--- src/rtl/div_pkg.sv ---
// Shared types and default widths for the sequential restoring divider.
package div_pkg;

  // Default divisor/remainder width; dividend/quotient are twice as wide.
  localparam int DIV_N = 3;
  localparam int DVD_W = 2 * DIV_N;
  localparam int CNT_W = $clog2(DVD_W);

  // Controller states: waiting for operands, iterating, holding a result.
  typedef enum logic [1:0] {
    IDLE = 2'd0,
    CALC = 2'd1,
    DONE = 2'd2
  } state_t;

endpackage

--- src/rtl/div_step.sv ---
// One combinational restoring-division iteration.
//
// The partial remainder entering a step is always below the divisor, so it
// fits in N bits.  Shifting in the next dividend bit produces a value that
// needs N+1 bits, and the compare against the divisor is done at that width
// so a shifted value with its top bit set is not mistaken for a small one.
module div_step #(
  parameter int N = 3
) (
  input  logic [N-1:0] r_in,
  input  logic         bit_in,
  input  logic [N-1:0] divisor,
  output logic [N-1:0] r_out,
  output logic         q_bit
);

  logic [N:0] t;
  logic [N:0] d_ext;

  // Shift the next dividend bit in and try to subtract the divisor.
  always_comb begin
    t     = {r_in, bit_in};
    d_ext = {1'b0, divisor};
    q_bit = (t >= d_ext);
    // After a successful subtract the result is below the divisor, and when
    // no subtract happens t itself is below the divisor, so N bits suffice.
    if (q_bit) begin
      r_out = N'(t - d_ext);
    end else begin
      r_out = t[N-1:0];
    end
  end

endmodule

--- src/rtl/seq_divider.sv ---
// Sequential unsigned restoring divider: 2N-bit dividend by N-bit divisor,
// one quotient bit per clock, MSB first, valid/ready on both sides.
// A zero divisor short-circuits to an all-ones quotient with div_by_zero set.
import div_pkg::*;

module seq_divider #(
  parameter int N = DIV_N
) (
  input  logic           clk,
  input  logic           rst_n,
  input  logic           in_valid,
  output logic           in_ready,
  input  logic [2*N-1:0] dividend,
  input  logic [N-1:0]   divisor,
  output logic           out_valid,
  input  logic           out_ready,
  output logic [2*N-1:0] quotient,
  output logic [N-1:0]   remainder,
  output logic           div_by_zero
);

  localparam int DW = 2 * N;
  localparam int CW = $clog2(DW);

  state_t         state_reg, state_next;
  logic [CW-1:0]  cnt_reg,   cnt_next;
  logic [DW-1:0]  dvd_reg,   dvd_next;
  logic [N-1:0]   dvs_reg,   dvs_next;
  // Partial remainder.  It never reaches the divisor, so its (N+1)-th bit is
  // always zero and is not stored; div_step widens it for the compare.
  logic [N-1:0]   r_reg,     r_next;
  logic [DW-1:0]  quot_reg,  quot_next;
  logic [N-1:0]   rem_reg,   rem_next;
  logic           dbz_reg,   dbz_next;

  logic [N-1:0]   step_r;
  logic           step_q;

  div_step #(.N(N)) u_step (
    .r_in    (r_reg),
    .bit_in  (dvd_reg[cnt_reg]),
    .divisor (dvs_reg),
    .r_out   (step_r),
    .q_bit   (step_q)
  );

  // Handshake flags come straight from the state so they can never disagree.
  assign in_ready    = (state_reg == IDLE);
  assign out_valid   = (state_reg == DONE);
  assign quotient    = quot_reg;
  assign remainder   = rem_reg;
  assign div_by_zero = dbz_reg;

  // State register and datapath registers; reset discards any in-flight work.
  always_ff @(posedge clk or negedge rst_n) begin
    if (!rst_n) begin
      state_reg <= IDLE;
      cnt_reg   <= '0;
      dvd_reg   <= '0;
      dvs_reg   <= '0;
      r_reg     <= '0;
      quot_reg  <= '0;
      rem_reg   <= '0;
      dbz_reg   <= 1'b0;
    end else begin
      state_reg <= state_next;
      cnt_reg   <= cnt_next;
      dvd_reg   <= dvd_next;
      dvs_reg   <= dvs_next;
      r_reg     <= r_next;
      quot_reg  <= quot_next;
      rem_reg   <= rem_next;
      dbz_reg   <= dbz_next;
    end
  end

  // Next-state and datapath update; everything holds unless a state acts.
  always_comb begin
    state_next = state_reg;
    cnt_next   = cnt_reg;
    dvd_next   = dvd_reg;
    dvs_next   = dvs_reg;
    r_next     = r_reg;
    quot_next  = quot_reg;
    rem_next   = rem_reg;
    dbz_next   = dbz_reg;

    case (state_reg)
      IDLE: begin
        if (in_valid) begin
          if (divisor != '0) begin
            // Capture operands so later input changes cannot disturb them.
            dvd_next   = dividend;
            dvs_next   = divisor;
            r_next     = '0;
            cnt_next   = CW'(DW - 1);
            state_next = CALC;
          end else begin
            // Nothing to iterate: publish the saturated result at once.
            quot_next  = '1;
            rem_next   = '0;
            dbz_next   = 1'b1;
            state_next = DONE;
          end
        end
      end

      CALC: begin
        // in_valid is deliberately ignored here.
        r_next    = step_r;
        quot_next = {quot_reg[DW-2:0], step_q};
        cnt_next  = cnt_reg - CW'(1);
        if (cnt_reg == '0) begin
          rem_next   = step_r;
          dbz_next   = 1'b0;
          state_next = DONE;
        end
      end

      DONE: begin
        // Result registers are untouched here, so backpressure holds them.
        // Returning to IDLE first means no accept on the take edge.
        if (out_ready) begin
          state_next = IDLE;
        end
      end

      default: begin
        state_next = IDLE;
      end
    endcase
  end

endmodule

--- config.mk ---
export PLATFORM = sky130hd
export DESIGN_NAME = seq_divider
export DESIGN_NICKNAME = d
export VERILOG_FILES = /design/src/rtl/div_pkg.sv /design/src/rtl/div_step.sv /design/src/rtl/seq_divider.sv
export SDC_FILE = /design/constraint.sdc
export NUM_CORES = 1
export LEC_CHECK = 0
export ABC_AREA = 0
export ABC_CLOCK_PERIOD_IN_PS = 5000
export CELL_PAD_IN_SITES_DETAIL_PLACEMENT = 0
export CELL_PAD_IN_SITES_GLOBAL_PLACEMENT = 1
export CORE_AREA = 2 2 58 60
export DETAILED_ROUTE_END_ITERATION = 6
export DIE_AREA = 0 0 60 62
export MAX_ROUTING_LAYER = met4
export PLACE_DENSITY_LB_ADDON = 0.05
export SYNTH_ARGS = -nofsm -noshare
export SYNTH_HDL_FRONTEND = slang
export SYNTH_SLANG_ARGS = --single-unit
--- constraint.sdc ---
create_clock -name clk -period 5 [get_ports clk]
set_clock_uncertainty 0.05 [all_clocks]
set_input_delay 1 -clock clk [delete_from_list [all_inputs] [get_ports clk]]
set_output_delay 1 -clock clk [all_outputs]
set_load 0.03 [all_outputs]
======== After elaboration in Yosys (flattened, before gate mapping) ========
Cells that the tools add are included.
word-level totals
  flip-flop bits (word level) ............. 27
  input port bits ......................... 13
  word-level logic and storage cells ...... 53
cells by class
  mux-type cells .......................... 25
  eq/ne operators ......................... 7
  $add $sub $neg .......................... 2
  reduce and logical (&&, ||, !) cells .... 9
  order comparisons ....................... 2
operators by type and width
  operator                                                               count
  3-bit 2-to-1 mux                                                       8
  3-bit case mux with 2 select lines                                     3
  6-bit 2-to-1 mux                                                       2
  6-bit case mux with 2 select lines                                     1
  3-bit AND reduction                                                    4
  2-bit 2-to-1 mux                                                       4
  2-bit != test (second input constant)                                  3
  2-bit case mux with 3 select lines                                     1
  4-bit by 3-bit greater-or-equal comparator with 1-bit output           1
  3-bit by 4-bit < comparator with 1-bit output (second input constant)  1
  1-bit 2-to-1 mux                                                       4
  2-bit by 1-bit != test with 1-bit output (second input constant)       2
  4-bit AND reduction                                                    1
  1-bit binary-select mux with 3-bit select                              1
  3-bit logical NOT                                                      1
  3-bit nonzero test                                                     1
  3-bit by 1-bit subtractor with 3-bit output (second input constant)    1
  3-bit subtractor                                                       1
  2-bit by 1-bit == test with 1-bit output (second input constant)       1
  2-bit == test (second input constant)                                  1
  2-bit logical NOT                                                      1
  1-bit case mux with 2 select lines                                     1
  2-bit nonzero test                                                     1

======== Longest topological paths before layout ========
  depth after elaboration ................. 6
  depth in mapped cells ................... 8
  depth with buffers taken out ............ 8

======== Cells and area by module ========
From an unflattened synthesis, not the netlist that was laid out.
unflattened totals
  cell total of the unflattened synthesis .. 101
  area total of the unflattened synthesis .. 1307.5 µm²
by module, submodules not included
  module       area each (µm²)  cells an instance  instances
  seq_divider  1163.6           87                 1
  div_step     143.9            14                 1

======== Worst setup path before layout ========
Ideal clock, no wire load.
  path type ............................... register to register
  from .................................... reg cnt_reg[0]
  to ...................................... reg r_reg[1]
  slack ................................... 2367 ps
  setup time .............................. 83 ps
  data arrival time ....................... 2501 ps
  buffers on the path ..................... 0
  period minus slack after synthesis ...... 2633 ps
  cell stages (with the launch flop) ...... 9
  cell sequence ........................... dfrtp_1 > mux4_2 > a22oi_1 > ha_1 > fa_1 > a21bo_2 > a211oi_2 > mux2_2 > o21ai_0
on the way
  cells in the longest elaborated chain, start to end .. 5
ends and longest elaborated chain
  item                                                                                                     RTL line                        RTL
  from (decl)                                                                                              seq_divider.sv:26               logic [CW-1:0] cnt_reg, cnt_next;
  from (signal assigned)                                                                                   seq_divider.sv:67               cnt_reg <= cnt_next;
  1-bit binary-select mux with 3-bit select *                                                              seq_divider.sv:41               .bit_in (dvd_reg[cnt_reg]),
  1-bit 2-to-1 mux (not written as such) *                                                                 seq_divider.sv:41
  4-bit by 3-bit greater-or-equal comparator with 1-bit output / 3-bit subtractor (equally long branches)  div_step.sv:24, div_step.sv:28
  3-bit 2-to-1 mux *                                                                                       div_step.sv:27                  if (q_bit) begin
  3-bit case mux with 2 select lines *                                                                     seq_divider.sv:88               case (state_reg)
  to (signal assigned)                                                                                     seq_divider.sv:70               r_reg <= r_next;
  to (decl)                                                                                                seq_divider.sv:31               logic [N-1:0] r_reg, r_next;
Every way passes the cells marked *; elsewhere a longest branch is shown, timed or not. The select of a mux whose other input is x is not followed.
A chain may end at the register's enable or synchronous reset.

======== Worst setup path after layout ========
Same ends and word-level chain as after synthesis.

==> impl_metrics.yaml <==
global_routing:
  grt_pass1_wl_mm: 4.00
  grt_max_degree: 28
  antenna_found_initial: 0
  overflow: 0
  grt_pass1_vias: 894
  track_usage: 0.154
sta:
  fin_setup_tns_ps: 0
  setup_violations: 0
  hold_viol: 0
  post-route-period-util: 0.578
  max_clock_freq_ghz: 0.346
  timing.final.crit_period_ps: 2890
  grt_setup_unrepaired: "false"
  max_slew_margin: 0.721
  drv_slew: 0
  tightest_slew_ps: 419
clock_network:
  clk_pin_slew_ps: 140
  hold_buffers: 0
  clockBufferDepth: 2
  numClockSinks: 27
  cts_buffers: 3
  clk-insertion-delay-late_ps: 320
  cts_resized: 0
  htree_levels: 1
  cts_setup_buffers: 0
  cts_tree: "built"
  clockRootBuffer: "clkbuf_4"
place:
  dp_hpwl_mm: 1.88
  io_buffers: 24
  place.gp.congestion: 0.796
  postPlaceCellArea_sq_mm: 0.00158
synth:
  yosys_most_used_dff: "dfrtp_1"
  synth_async_sr_flop_share: 1.00
  synth_edf_count: 0
  avgSynthCellArea_sq_um: 12.5
  synth-warning-count: 0
  synth_fp_nets: 122
  synthCells: 103
  yosysSeqAreaShare: 0.526
  synth_cell_types: 34
  syn_area_sq_mm: 0.00128
  ys_ff_latch: 27
worst_hold_path:
  worstHoldPathCells: 1
  hold_path.class: "flip-flop to flip-flop"
  min-delay-start: "remainder[2]$_DFFE_PN0P_"
  whs_endpoint: "remainder[2]$_DFFE_PN0P_"
die:
  pin_count: 25
  core_sq_mm: 0.00318
  die-area_sq_mm: 0.00372
  chipHeight_microns: 62
  die_w_microns: 60
  initial_utilization: 0.404
  num_rows: 21
layout:
  diodes: 0
  layout-drive-gt1-share: 0.200
  fin_area_sq_mm: 0.00161
  nets: 150
  fillers: 307
  area_growth_pct: 25.1
critical_path:
  end_kind: "flip-flop"
  path_max_fanout: 5
  start_kind: "flip-flop"
  reg2reg_from: "cnt_reg[0]$_DFFE_PN0P_"
  r2r_cells: 8
  critical_path_required_ps: 5200
  ff2ff_setup_slack_ps: 2110
  r2r_end: "r_reg[1]$_DFFE_PN0P_"
  worst-setup-path-type: "flip-flop to flip-flop"
  arrival_ps: 3090
  critPathLaunch: "cnt_reg[0]$_DFFE_PN0P_"
routing:
  firstDrtPassIters: 3
  routed_wl_mm: 2.45
  drtIter0Drc: 24
  route.detailed.drc: 0
  vias: 877
  ant_nets: 0
  vias_per_cell: 4.98
  wl_per_cell_microns: 13.9
flow_run:
  cap_violations: 0
outcome:
  status: "completed"
pwr:
  pwr_density_cell_mw_per_mm2: 671
  peakVddDrop_uv: 250
  leakagePower_nw: 0.684
## critical path, stage by stage (launching register included)
cell      delay [ps]
dfrtp_1          450
mux4_2           510
a22oi_1          240
ha_1             210
fa_1             210
a21bo_2          240
a211oi_2         370
mux2_2           390
o21ai_0          140
## routing by layer
metal  GRT usage  wire length (microns)
met4      0.0635                     28
met2       0.245                   1200
met1       0.192                   1130
met3      0.0311                     90
met5           -                      0
## metrics by stage
stage	total power [W]	util	hold slack (ps)	cells	setup slack, ps
2_1_floorplan	0.000813	-	409	103	2370
3_3_place_gp	0.000989	0.497	427	172	2090
3_5_place_dp	0.00100	0.497	426	172	2080
4_1_cts	0.00110	0.505	458	176	2070
5_1_grt	0.00118	0.505	496	176	1860
6_report	0.00108	0.505	452	176	2110
## cell families (layout without fill, tap and decap cells)
group | Yosys count | count (layout) | share of synthesized area
flip-flops | 27 | 27 | 0.526
AND/OR/NAND/NOR | 19 | 19 | 0.0799
AO/OA/AOI/OAI | 26 | 26 | 0.168
adder cells (fa/ha/maj) | 6 | 6 | 0.0643
XOR/XNOR | 1 | 1 | 0.00682
multiplexers | 13 | 13 | 0.122
buffers and inverters | 11 | 38 | 0.0331
## cell type report
type / count / area [sq um] / area share
Multi-Input combinational cell: 65 / 566 / 0.352
Inverter: 9 / 33.8 / 0.0210
Clock buffer: 4 / 26.3 / 0.0164
Sequential cell: 27 / 676 / 0.421
Timing Repair Buffer: 25 / 248 / 0.154
Tap cell: 46 / 57.6 / 0.0358
## worst max-delay path by stage
stage	to	cells after the start
floorplan	r_reg[1]$_DFFE_PN0P_	8
global placement	div_by_zero$_DFFE_PN0P_	5
detailed placement	r_reg[1]$_DFFE_PN0P_	8
CTS	r_reg[1]$_DFFE_PN0P_	8
global route	r_reg[1]$_DFFE_PN0P_	8
finish	r_reg[1]$_DFFE_PN0P_	8
## placed cells by master (no fill, tap or decap), types with 2 or more instances in the layout
cell,n
clkbuf_4,3
dfrtp_1,27
nand2_1,7
a32o_1,3
nand2b_1,2
o21ai_0,7
mux2_2,10
ha_1,5
o22a_2,5
clkdlybuf4s50_1,24
nor2_1,2
a21o_1,2
o2bb2ai_1,2
inv_1,9
## cells in the mapped netlist, types with 2 or more instances
master	instances	area, sq um
inv_1	9	33.8
o21ai_0	7	35.0
o22a_2	5	50.1
nor2_1	2	7.51
o2bb2ai_1	2	17.5
mux2_2	10	113
nand2b_1	2	12.5
ha_1	5	62.6
a32o_1	3	30.0
dfrtp_1	27	676
a21o_1	2	15.0
nand2_1	7	26.3
## where the power goes
group	switching [W]	internal, W	total, W
sequential	0.0000772	0.000315	0.000392
clock	0.0000624	0.0000312	0.0000937
combinational	0.000306	0.000286	0.000592
total	0.000446	0.000632	0.00108
Note: power is estimated with default switching activity, not from simulation.
